**config.mk**
```make
export PLATFORM = sky130hd
export DESIGN_NAME = ps2_key_decoder
export DESIGN_NICKNAME = d
export VERILOG_FILES = /design/src/rtl/ps2_pkg.sv /design/src/rtl/ps2_rx_frame.sv /design/src/rtl/ps2_key_decoder.sv
export SDC_FILE = /design/constraint.sdc
export NUM_CORES = 1
export LEC_CHECK = 0
export ABC_AREA = 0
export CAP_MARGIN = 25
export CORE_MARGIN = 2
export CORE_UTILIZATION = 30
export DETAILED_ROUTE_END_ITERATION = 12
export PLACE_DENSITY = 0.47
export SYNTH_ARGS = -nofsm -noshare
export SYNTH_HDL_FRONTEND = slang
export SYNTH_SLANG_ARGS = --single-unit
```
**constraint.sdc**
```tcl
create_clock -name clock -period 2.1 [get_ports clock]
set_input_delay 0.315 -clock clock [delete_from_list [all_inputs] [get_ports clock]]
set_output_delay 0.315 -clock clock [all_outputs]
set_load 0.05 [all_outputs]
```
**src/rtl/ps2_pkg.sv**
```systemverilog
`default_nettype none
// +----------------------------------------------------------------------+
// | ps2_pkg                                                              |
// | Scan codes, key indices and frame-FSM encoding for ps2_key_decoder.  |
// | Revision: 1.0                                                        |
// +----------------------------------------------------------------------+
package ps2_pkg;

   localparam logic [7:0] SC_EXT   = 8'hE0;
   localparam logic [7:0] SC_BRK   = 8'hF0;
   localparam logic [7:0] SC_UP    = 8'h75;
   localparam logic [7:0] SC_DOWN  = 8'h72;
   localparam logic [7:0] SC_LEFT  = 8'h6B;
   localparam logic [7:0] SC_RIGHT = 8'h74;
   localparam logic [7:0] SC_S     = 8'h1B;

   localparam int KEY_UP    = 0;
   localparam int KEY_DOWN  = 1;
   localparam int KEY_LEFT  = 2;
   localparam int KEY_RIGHT = 3;
   localparam int KEY_START = 4;
   localparam int KEY_N     = 5;

   typedef enum logic [1:0] {
      ST_IDLE   = 2'd0,
      ST_DATA   = 2'd1,
      ST_PARITY = 2'd2,
      ST_STOP   = 2'd3
   } frame_state_t;

   // One-hot key index for a non-prefix code; zero when the code is unmapped.
   function automatic logic [KEY_N-1:0] key_hit(input logic [7:0] code, input logic ext);
      logic [KEY_N-1:0] hit;
      hit = '0;
      if (ext) begin
         case (code)
            SC_UP:    hit[KEY_UP]    = 1'b1;
            SC_DOWN:  hit[KEY_DOWN]  = 1'b1;
            SC_LEFT:  hit[KEY_LEFT]  = 1'b1;
            SC_RIGHT: hit[KEY_RIGHT] = 1'b1;
            default:  hit = '0;
         endcase
      end else if (code == SC_S) begin
         hit[KEY_START] = 1'b1;
      end
      return hit;
   endfunction

endpackage
`default_nettype wire

```
**src/rtl/ps2_rx_frame.sv**
```systemverilog
`default_nettype none
// +----------------------------------------------------------------------+
// | ps2_rx_frame                                                         |
// | PS/2 pin synchroniser, falling-edge detect, 11-bit frame FSM, timeout|
// | Revision: 1.0                                                        |
// +----------------------------------------------------------------------+
module ps2_rx_frame
   import ps2_pkg::*;
#(
   parameter int TIMEOUT_CYCLES = 100000,
   parameter int SYNC_STAGES    = 2
) (
   input  logic       clk,
   input  logic       rst,
   input  logic       i_ps2_clk,
   input  logic       i_ps2_dat,
   output logic [7:0] o_byte,
   output logic       o_valid,
   output logic       o_err
);

   localparam int CNT_W = $clog2(TIMEOUT_CYCLES);

   logic [SYNC_STAGES-1:0] clk_sync_q, clk_sync_d;
   logic [SYNC_STAGES-1:0] dat_sync_q, dat_sync_d;
   logic                   clk_prev_q, clk_prev_d;
   frame_state_t           state_q, state_d;
   logic [2:0]             bitcnt_q, bitcnt_d;
   logic [7:0]             shreg_q, shreg_d;
   logic                   parity_q, parity_d;
   logic [CNT_W-1:0]       cnt_q, cnt_d;
   logic [7:0]             byte_q, byte_d;
   logic                   valid_q, valid_d;
   logic                   err_q, err_d;

   logic w_clk_s;
   logic w_dat_s;
   logic w_fall;

   assign w_clk_s = clk_sync_q[SYNC_STAGES-1];
   assign w_dat_s = dat_sync_q[SYNC_STAGES-1];
   assign w_fall  = clk_prev_q & ~w_clk_s;

   always_comb begin
      clk_sync_d = {clk_sync_q[SYNC_STAGES-2:0], i_ps2_clk};
      dat_sync_d = {dat_sync_q[SYNC_STAGES-2:0], i_ps2_dat};
      clk_prev_d = w_clk_s;
      state_d    = state_q;
      bitcnt_d   = bitcnt_q;
      shreg_d    = shreg_q;
      parity_d   = parity_q;
      cnt_d      = cnt_q;
      byte_d     = byte_q;
      valid_d    = 1'b0;
      err_d      = 1'b0;

      if (state_q == ST_IDLE || w_fall) begin
         cnt_d = '0;
      end else begin
         cnt_d = cnt_q + CNT_W'(1);
      end

      case (state_q)
         ST_IDLE: begin
            if (w_fall && !w_dat_s) begin
               state_d  = ST_DATA;
               bitcnt_d = 3'd0;
            end
         end
         ST_DATA: begin
            if (w_fall) begin
               shreg_d  = {w_dat_s, shreg_q[7:1]};
               bitcnt_d = bitcnt_q + 3'd1;
               if (bitcnt_q == 3'd7) begin
                  state_d = ST_PARITY;
               end
            end
         end
         ST_PARITY: begin
            if (w_fall) begin
               parity_d = w_dat_s;
               state_d  = ST_STOP;
            end
         end
         ST_STOP: begin
            if (w_fall) begin
               // Odd parity: data bits plus parity bit must XOR to one.
               if (w_dat_s && ((^shreg_q) ^ parity_q)) begin
                  byte_d  = shreg_q;
                  valid_d = 1'b1;
               end else begin
                  err_d = 1'b1;
               end
               state_d = ST_IDLE;
            end
         end
         default: state_d = ST_IDLE;
      endcase

      if (state_q != ST_IDLE && !w_fall && cnt_q == CNT_W'(TIMEOUT_CYCLES - 1)) begin
         state_d = ST_IDLE;
         err_d   = 1'b1;
         cnt_d   = '0;
      end
   end

   always_ff @(posedge clk or posedge rst) begin
      if (rst) begin
         clk_sync_q <= '0;
         dat_sync_q <= '0;
         clk_prev_q <= 1'b0;
         state_q    <= ST_IDLE;
         bitcnt_q   <= 3'd0;
         shreg_q    <= 8'h00;
         parity_q   <= 1'b0;
         cnt_q      <= '0;
         byte_q     <= 8'h00;
         valid_q    <= 1'b0;
         err_q      <= 1'b0;
      end else begin
         clk_sync_q <= clk_sync_d;
         dat_sync_q <= dat_sync_d;
         clk_prev_q <= clk_prev_d;
         state_q    <= state_d;
         bitcnt_q   <= bitcnt_d;
         shreg_q    <= shreg_d;
         parity_q   <= parity_d;
         cnt_q      <= cnt_d;
         byte_q     <= byte_d;
         valid_q    <= valid_d;
         err_q      <= err_d;
      end
   end

   assign o_byte  = byte_q;
   assign o_valid = valid_q;
   assign o_err   = err_q;

endmodule
`default_nettype wire

```
**src/rtl/ps2_key_decoder.sv**
```systemverilog
`default_nettype none
// +----------------------------------------------------------------------+
// | ps2_key_decoder                                                      |
// | PS/2 keyboard to one-cycle direction/start pulses for game control.  |
// | Revision: 1.0                                                        |
// +----------------------------------------------------------------------+
module ps2_key_decoder
   import ps2_pkg::*;
#(
   parameter int TIMEOUT_CYCLES = 100000,
   parameter int SYNC_STAGES    = 2
) (
   input  logic       clock,
   input  logic       start,
   input  logic       ps2_clk,
   input  logic       ps2_dat,
   output logic       up,
   output logic       down,
   output logic       left,
   output logic       right,
   output logic       start_key,
   output logic [7:0] rx_byte,
   output logic       rx_valid,
   output logic       frame_err
);

   logic [7:0] w_rx_byte;
   logic       w_rx_valid;
   logic       w_rx_err;

   ps2_rx_frame #(
      .TIMEOUT_CYCLES (TIMEOUT_CYCLES),
      .SYNC_STAGES    (SYNC_STAGES)
   ) u_rx_frame (
      .clk       (clock),
      .rst       (start),
      .i_ps2_clk (ps2_clk),
      .i_ps2_dat (ps2_dat),
      .o_byte    (w_rx_byte),
      .o_valid   (w_rx_valid),
      .o_err     (w_rx_err)
   );

   logic             ext_q, ext_d;
   logic             brk_q, brk_d;
   logic [KEY_N-1:0] held_q, held_d;
   logic [KEY_N-1:0] w_hit;
   logic [KEY_N-1:0] w_pulse;

   assign w_hit = key_hit(w_rx_byte, ext_q);

   // Pulses come straight from registered byte/flags so they line up with rx_valid.
   always_comb begin
      ext_d   = ext_q;
      brk_d   = brk_q;
      held_d  = held_q;
      w_pulse = '0;
      if (w_rx_err) begin
         ext_d = 1'b0;
         brk_d = 1'b0;
      end else if (w_rx_valid) begin
         if (w_rx_byte == SC_EXT) begin
            ext_d = 1'b1;
         end else if (w_rx_byte == SC_BRK) begin
            brk_d = 1'b1;
         end else begin
            ext_d = 1'b0;
            brk_d = 1'b0;
            if (brk_q) begin
               held_d = held_q & ~w_hit;
            end else begin
               w_pulse = w_hit & ~held_q;
               held_d  = held_q | w_hit;
            end
         end
      end
   end

   always_ff @(posedge clock or posedge start) begin
      if (start) begin
         ext_q  <= 1'b0;
         brk_q  <= 1'b0;
         held_q <= '0;
      end else begin
         ext_q  <= ext_d;
         brk_q  <= brk_d;
         held_q <= held_d;
      end
   end

   assign up        = w_pulse[KEY_UP];
   assign down      = w_pulse[KEY_DOWN];
   assign left      = w_pulse[KEY_LEFT];
   assign right     = w_pulse[KEY_RIGHT];
   assign start_key = w_pulse[KEY_START];
   assign rx_byte   = w_rx_byte;
   assign rx_valid  = w_rx_valid;
   assign frame_err = w_rx_err;

endmodule
`default_nettype wire

```
==> impl_metrics.env, run 1 <==
export IMPL_status="finished with violations"
export IMPL_violations="setup timing"
export IMPL_final_cells=364
export IMPL_hold_viol_final=0
export IMPL_syn_nets=236
export IMPL_wl_per_cell_um=13.3
export IMPL_antenna_found_initial=0
export IMPL_grt_setup_unrepaired="yes"
export IMPL_cts_reportedPaths_clkPinSlew_ns=0.09
export IMPL_cts_sinks=53
export IMPL_io_pins=19
export IMPL_critPathCaptureType="output port"
export IMPL_clock_latency_ns=0.31
export IMPL_required_ns=1.78
export IMPL_numCtsBuffers=5
export IMPL_cpPeakStageDelay_ns=0.44
export IMPL_cts_hold_buffers_added=0
export IMPL_r2r_setup_slack_ns=0.13
export IMPL_cts_root_buf="clkbuf_8"
export IMPL_cp_num_buf_inv=1
export IMPL_coreArea_sq_um=8180
export IMPL_path_cells="or3b_4, or4_4, nand3_4, nor4_4, buf_6"
export IMPL_grtUsageTotal=0.120
export IMPL_syn2layout_area_growth_pct=25.6
export IMPL_p_leak_uw=0.00136
export IMPL_hold_slack_ns=0.355
export IMPL_grt_max_degree=54
export IMPL_fmax_mhz=449
export IMPL_maxCapViolCount=0
export IMPL_die_x_um=95.7
export IMPL_synth_area_leader_cell="dfrtp_1"
export IMPL_dieArea_sq_um=9160
export IMPL_dp_cells=352
export IMPL_drive_gt1_frac=0.263
export IMPL_maxSlewHeadroom=0.630
export IMPL_cts_htree_levels=2
export IMPL_fin_crit_sh=1.06
export IMPL_row_count=33
export IMPL_synth_edf_count=0
export IMPL_first_iter_violations=64
export IMPL_cpMaxStageDelayCell="or4_4"
export IMPL_arrival_ns=1.91
export IMPL_finalWirelength_mm=4.83
export IMPL_async_flop_share=1.00
export IMPL_yosysSeqAreaShare=0.526
export IMPL_slew_violations=0
export IMPL_diodes=0
export IMPL_ys_warn_count=0
export IMPL_grt_pass1_vias=1749
export IMPL_clockBufferDepth=2
export IMPL_grt_pass1_wl_mm=8.55
export IMPL_gp_congestion=0.790
export IMPL_cts_tree="built"
export IMPL_grt_overflow_total=0
export IMPL_nets=269
export IMPL_start_util=0.309
export IMPL_setup_viol=2
export IMPL_p_per_area_nw_per_um2=929
export IMPL_fin_crit_ns=2.23
export IMPL_ys_seq_elements=53
export IMPL_ant_nets=0
export IMPL_vdd_ir_drop_worst_v=0.000330
export IMPL_critPathMaxFanout=5
export IMPL_dr_pass1_iters=4
export IMPL_synth_main_ff_cell="dfrtp_1"
export IMPL_vias=1750
export IMPL_final_common_cell="dfrtp_1"
export IMPL_layout_common_cells="dfrtp_1 (45), nor2_1 (22), mux2_2 (17)"
export IMPL_synth_area_top_cells="dfrtp_1 (53%), mux2_2 (7.6%), xnor2_1 (4.2%), ha_1 (3.5%), nor2_1 (3.3%)"
export IMPL_hold_path_class="input pin to async pin"
export IMPL_vias_per_cell=4.81
export IMPL_synth_top_cell_area_share=0.526
export IMPL_io_buffers=18
export IMPL_syn_area_sq_um=2520
export IMPL_drc_errors=0
export IMPL_worst_slack_ns=-0.129
export IMPL_synth_cells=225
export IMPL_critPathTopFamily="simple AND/OR/NAND/NOR gates"
export IMPL_worstSetupPathType="register to output port"
export IMPL_yosysUniqueCellTypes=41
export IMPL_skew_ns=0.0128
export IMPL_fillCellCount=830
export IMPL_cp_start_kind="register"
export IMPL_dpl_hpwl_mm=3.34
export IMPL_tightest_slew_ns=0.556
export IMPL_postSynthAreaPerCell_sq_um=11.2
export IMPL_fp_dieH_um=95.7
-- layer usage --
layer	global-route usage	up-vias	part of all wire
met1	0.167	854	0.50
li1	-	858	-
met2	0.189	30	0.45
met3	0.0211	8	0.030
met4	0.0429	0	0.016
met5	0	-	0
-- registers in the layout, indices dropped and copies added (netlist names), named ones only --
register,flops
u_rx_frame.clk_sync_q,2
brk_q,1
u_rx_frame.state_q,2
u_rx_frame.o_err,1
ext_q,1
u_rx_frame.shreg_q,8
u_rx_frame.parity_q,1
u_rx_frame.cnt_q,17
u_rx_frame.dat_sync_q,2
u_rx_frame.o_valid,1
u_rx_frame.bitcnt_q,3
u_rx_frame.clk_prev_q,1
u_rx_frame.o_byte,8
-- tightest hold or removal path, cell delays in order --
cell	delay, ns
clkdlybuf4s50_1	0.41
inv_2	0.07
buf_12	0.26
-- through the flow --
stage / setup TNS (ns) / utilization / area, sq um / setup slack (ns) / power (uW)
floorplan: -0.0972 / - / 2610 / -0.0972 / 2110
global placement: 0 / 0.367 / 3000 / 0.0570 / 2320
detailed placement: 0 / 0.367 / 3000 / 0.0725 / 2320
CTS: -0.253 / 0.381 / 3120 / -0.128 / 2960
global route: -0.700 / 0.388 / 3170 / -0.191 / 3140
finish: -0.248 / 0.388 / 3170 / -0.129 / 2940
-- where the power goes --
group	internal, uW	switching, uW
Combinational	477	509
Clock	269	341
Sequential	1180	167
-- layout make-up --
type                            instances  area [sq um]  area share
Sequential cell                        53          1340       0.422
Clock buffer                            7          86.3      0.0273
Multi-Input combinational cell        162          1260       0.399
Clock inverter                          1          7.51     0.00237
Tap cell                              105           131      0.0415
Timing Repair Buffer                   31           323       0.102
Inverter                                5          18.8     0.00592
-- cell families after synthesis --
kind of cell             count (synthesis)  share of synthesized area
AND/OR/NAND/NOR                         88                      0.188
AO/OA/AOI/OAI                           26                     0.0650
adder cells (fa/ha/maj)                  7                     0.0347
buffers and inverters                   10                     0.0184
multiplexers                            19                     0.0838
XOR/XNOR                                22                     0.0848
flip-flops                              53                      0.526
-- synth_stat cells, drive strengths merged (5+ instances only) --
master,number
and3,6
dfrtp,53
ha,7
inv,5
mux2,17
nand2,17
nand3,9
nand4,6
nor2,22
nor4,8
o21ai,8
xnor2,13
xor2,8
-- worst paths after layout --
check                                    startpoint                  endpoint  cells past startpoint
setup / recovery               u_rx_frame.o_byte[7]                      left                      5
hold / removal                                start                     brk_q                      3
setup reg to reg              u_rx_frame.shreg_q[3]      u_rx_frame.o_byte[1]                      5
hold reg to reg            u_rx_frame.clk_sync_q[0]  u_rx_frame.clk_sync_q[1]                      0
max in group asynchronous                     start      u_rx_frame.o_byte[7]                      3
min in group clock         u_rx_frame.clk_sync_q[0]  u_rx_frame.clk_sync_q[1]                      0
-- what timing repair did --
item	4_1_cts	5_1_grt
gates resized for setup	5	5
pin swaps	1	3
setup endpoints to repair	2	22
setup buffers	0	4
Power figures use the tool's default switching activity.
==> run 2: changes to the inputs <==
--- a/config.mk
+++ b/config.mk
@@ -10,7 +10,7 @@
 export CORE_MARGIN = 2
 export CORE_UTILIZATION = 30
 export DETAILED_ROUTE_END_ITERATION = 12
-export PLACE_DENSITY = 0.47
+export PLACE_DENSITY = 0.59
 export SYNTH_ARGS = -nofsm -noshare
 export SYNTH_HDL_FRONTEND = slang
 export SYNTH_SLANG_ARGS = --single-unit
==> impl_metrics.env, run 2 (same netlist as run 1, synthesis figures left out) <==
export IMPL_multi_input_comb_area_sq_um=1260
export IMPL_post_place_ws_ns=0.0682
export IMPL_numCtsBuffers=5
export IMPL_worstSetupPathType="register to output port"
export IMPL_cts_hold_buffers_added=0
export IMPL_die_x_um=95.7
export IMPL_status="finished with violations"
export IMPL_vias=1749
export IMPL_r2r_setup_slack_ns=0.13
export IMPL_io_pins=19
export IMPL_gp_congestion=0.768
export IMPL_path_cells="or3b_4, or4_4, nand3_4, nor4_4, buf_6"
export IMPL_cts_htree_levels=2
export IMPL_dpl_cell_area_sq_um=3000
export IMPL_critPathCaptureType="output port"
export IMPL_fp_dieH_um=95.7
export IMPL_io_buffers=18
export IMPL_vdd_ir_drop_worst_v=0.000325
export IMPL_regMostFlops="u_rx_frame.cnt_q"
export IMPL_grt_pass1_wl_mm=8.41
export IMPL_cpPeakStageDelay_ns=0.44
export IMPL_cts_reportedPaths_clkPinSlew_ns=0.11
export IMPL_grt_overflow_total=0
export IMPL_setup_viol=3
export IMPL_diodes=0
export IMPL_grt_max_degree=54
export IMPL_first_iter_violations=77
export IMPL_fin_util=0.386
export IMPL_ant_nets=0
export IMPL_dpl_hpwl_mm=3.26
export IMPL_clockBufferDepth=2
export IMPL_grtUsageTotal=0.117
export IMPL_final_area_sq_um=3150
export IMPL_vias_per_cell=4.86
export IMPL_row_count=33
export IMPL_slew_violations=0
export IMPL_cp_num_buf_inv=1
export IMPL_finalWirelength_mm=4.70
export IMPL_fillCellCount=799
export IMPL_cts_root_buf="clkbuf_8"
export IMPL_dr_pass1_iters=4
export IMPL_cts_sinks=53
export IMPL_hold_viol_final=0
export IMPL_antenna_found_initial=0
export IMPL_dieArea_sq_um=9160
export IMPL_syn2layout_area_growth_pct=25.0
export IMPL_layout_common_cells="dfrtp_1 (45), nor2_1 (22), mux2_2 (17)"
export IMPL_worst_slack_ns=-0.133
export IMPL_critPathTopFamily="simple AND/OR/NAND/NOR gates"
export IMPL_violations="setup timing"
export IMPL_hold_path_class="input pin to async pin"
export IMPL_cp_start_kind="register"
export IMPL_register_area_sq_um=1340
export IMPL_grt_setup_unrepaired="yes"
export IMPL_cpMaxStageDelayCell="or4_4"
export IMPL_skew_ns=0.0148
export IMPL_arrival_ns=1.92
export IMPL_tightest_slew_ns=0.570
export IMPL_drc_errors=0
export IMPL_maxCapViolCount=0
export IMPL_nets=265
export IMPL_clock_latency_ns=0.32
export IMPL_fin_crit_ns=2.23
export IMPL_fin_crit_sh=1.06
export IMPL_p_per_area_nw_per_um2=960
export IMPL_grt_pass1_vias=1819
export IMPL_cts_tree="built"
export IMPL_fmax_mhz=448
export IMPL_final_common_cell="dfrtp_1"
export IMPL_required_ns=1.78
export IMPL_p_leak_uw=0.00135
export IMPL_coreArea_sq_um=8180
export IMPL_critPathMaxFanout=5
export IMPL_maxSlewHeadroom=0.620
export IMPL_power_uw=3030
export IMPL_wl_per_cell_um=13.1
export IMPL_drive_gt1_frac=0.251
export IMPL_start_util=0.309
export IMPL_largest_reg_flops=17
run 2: cell count changes in the layout (fill, tap and decap cells not counted), sizes merged:
cell      delta
buf          -4
clkbuf       -2
bufinv       +1
clkinv       +1
clkinvlp     -1
inv          +1
run 2: through the flow:
stage | hold slack (ns) | std cells | setup TNS (ns)
after floorplan | 0.331 | 225 | -0.0972
after global placement | 0.336 | 351 | 0
after detailed placement | 0.336 | 351 | 0
after CTS | 0.360 | 359 | -0.299
after global routing | 0.367 | 360 | -0.727
final | 0.352 | 360 | -0.269
run 2: cell type report:
type                    count  area share
flip-flops and latches     53       0.424
multi-input cells         162       0.399
repair buffers             27      0.0940
well taps                 105      0.0417
clock buffers               5      0.0218
clock inverters             3      0.0139
inverters                   5     0.00595
run 2: final timing paths:
kind	from	to	depth (start not counted)
min in group clock	u_rx_frame.dat_sync_q[0]	u_rx_frame.dat_sync_q[1]	0
worst min register to register	u_rx_frame.dat_sync_q[0]	u_rx_frame.dat_sync_q[1]	0
worst max-delay path	u_rx_frame.o_byte[7]	up	5
worst min-delay path	start	u_rx_frame.shreg_q[0]	3
worst max register to register	u_rx_frame.shreg_q[3]	u_rx_frame.o_byte[1]	5
max in group asynchronous	start	u_rx_frame.o_byte[0]	3
run 2: report_power, final:
| part | total (uW) | internal [uW] | switching (uW) |
|---|---|---|---|
| Sequential | 1340 | 1180 | 162 |
| Clock | 714 | 358 | 356 |
| Combinational | 974 | 464 | 510 |
| Total | 3030 | 2000 | 1030 |
run 2: layer usage:
layer / vias up / wire length, um / share of wire / global-route usage
li1: 849 / - / - / -
met1: 867 / 2240 / 0.48 / 0.151
met2: 26 / 2210 / 0.47 / 0.191
met3: 7 / 173 / 0.037 / 0.0243
met4: 0 / 80 / 0.017 / 0.0464
met5: - / 0 / 0 / 0
run 2: timing repair:
item                                    in CTS  in global routing
setup buffers                                0                  1
cloned                                       0                  0
hold endpoints to repair                     0                  0
pin swaps                                    2                  1
resized for setup                            6                  4
endpoints found under the setup margin       4                 22
run 2: worst min-delay path, stage by stage:
cell,delay [ns]
clkdlybuf4s50_1,0.41
inv_2,0.07
buf_12,0.26
==> run 3: changes to the inputs <==
--- a/config.mk
+++ b/config.mk
@@ -10,6 +10,7 @@
 export CORE_MARGIN = 2
 export CORE_UTILIZATION = 30
 export DETAILED_ROUTE_END_ITERATION = 12
+export HOLD_SLACK_MARGIN = 0.08
 export PLACE_DENSITY = 0.59
 export SYNTH_ARGS = -nofsm -noshare
 export SYNTH_HDL_FRONTEND = slang
==> results of run 3 <==
The final DEF is identical to that of run 2; final timing and power are the same.
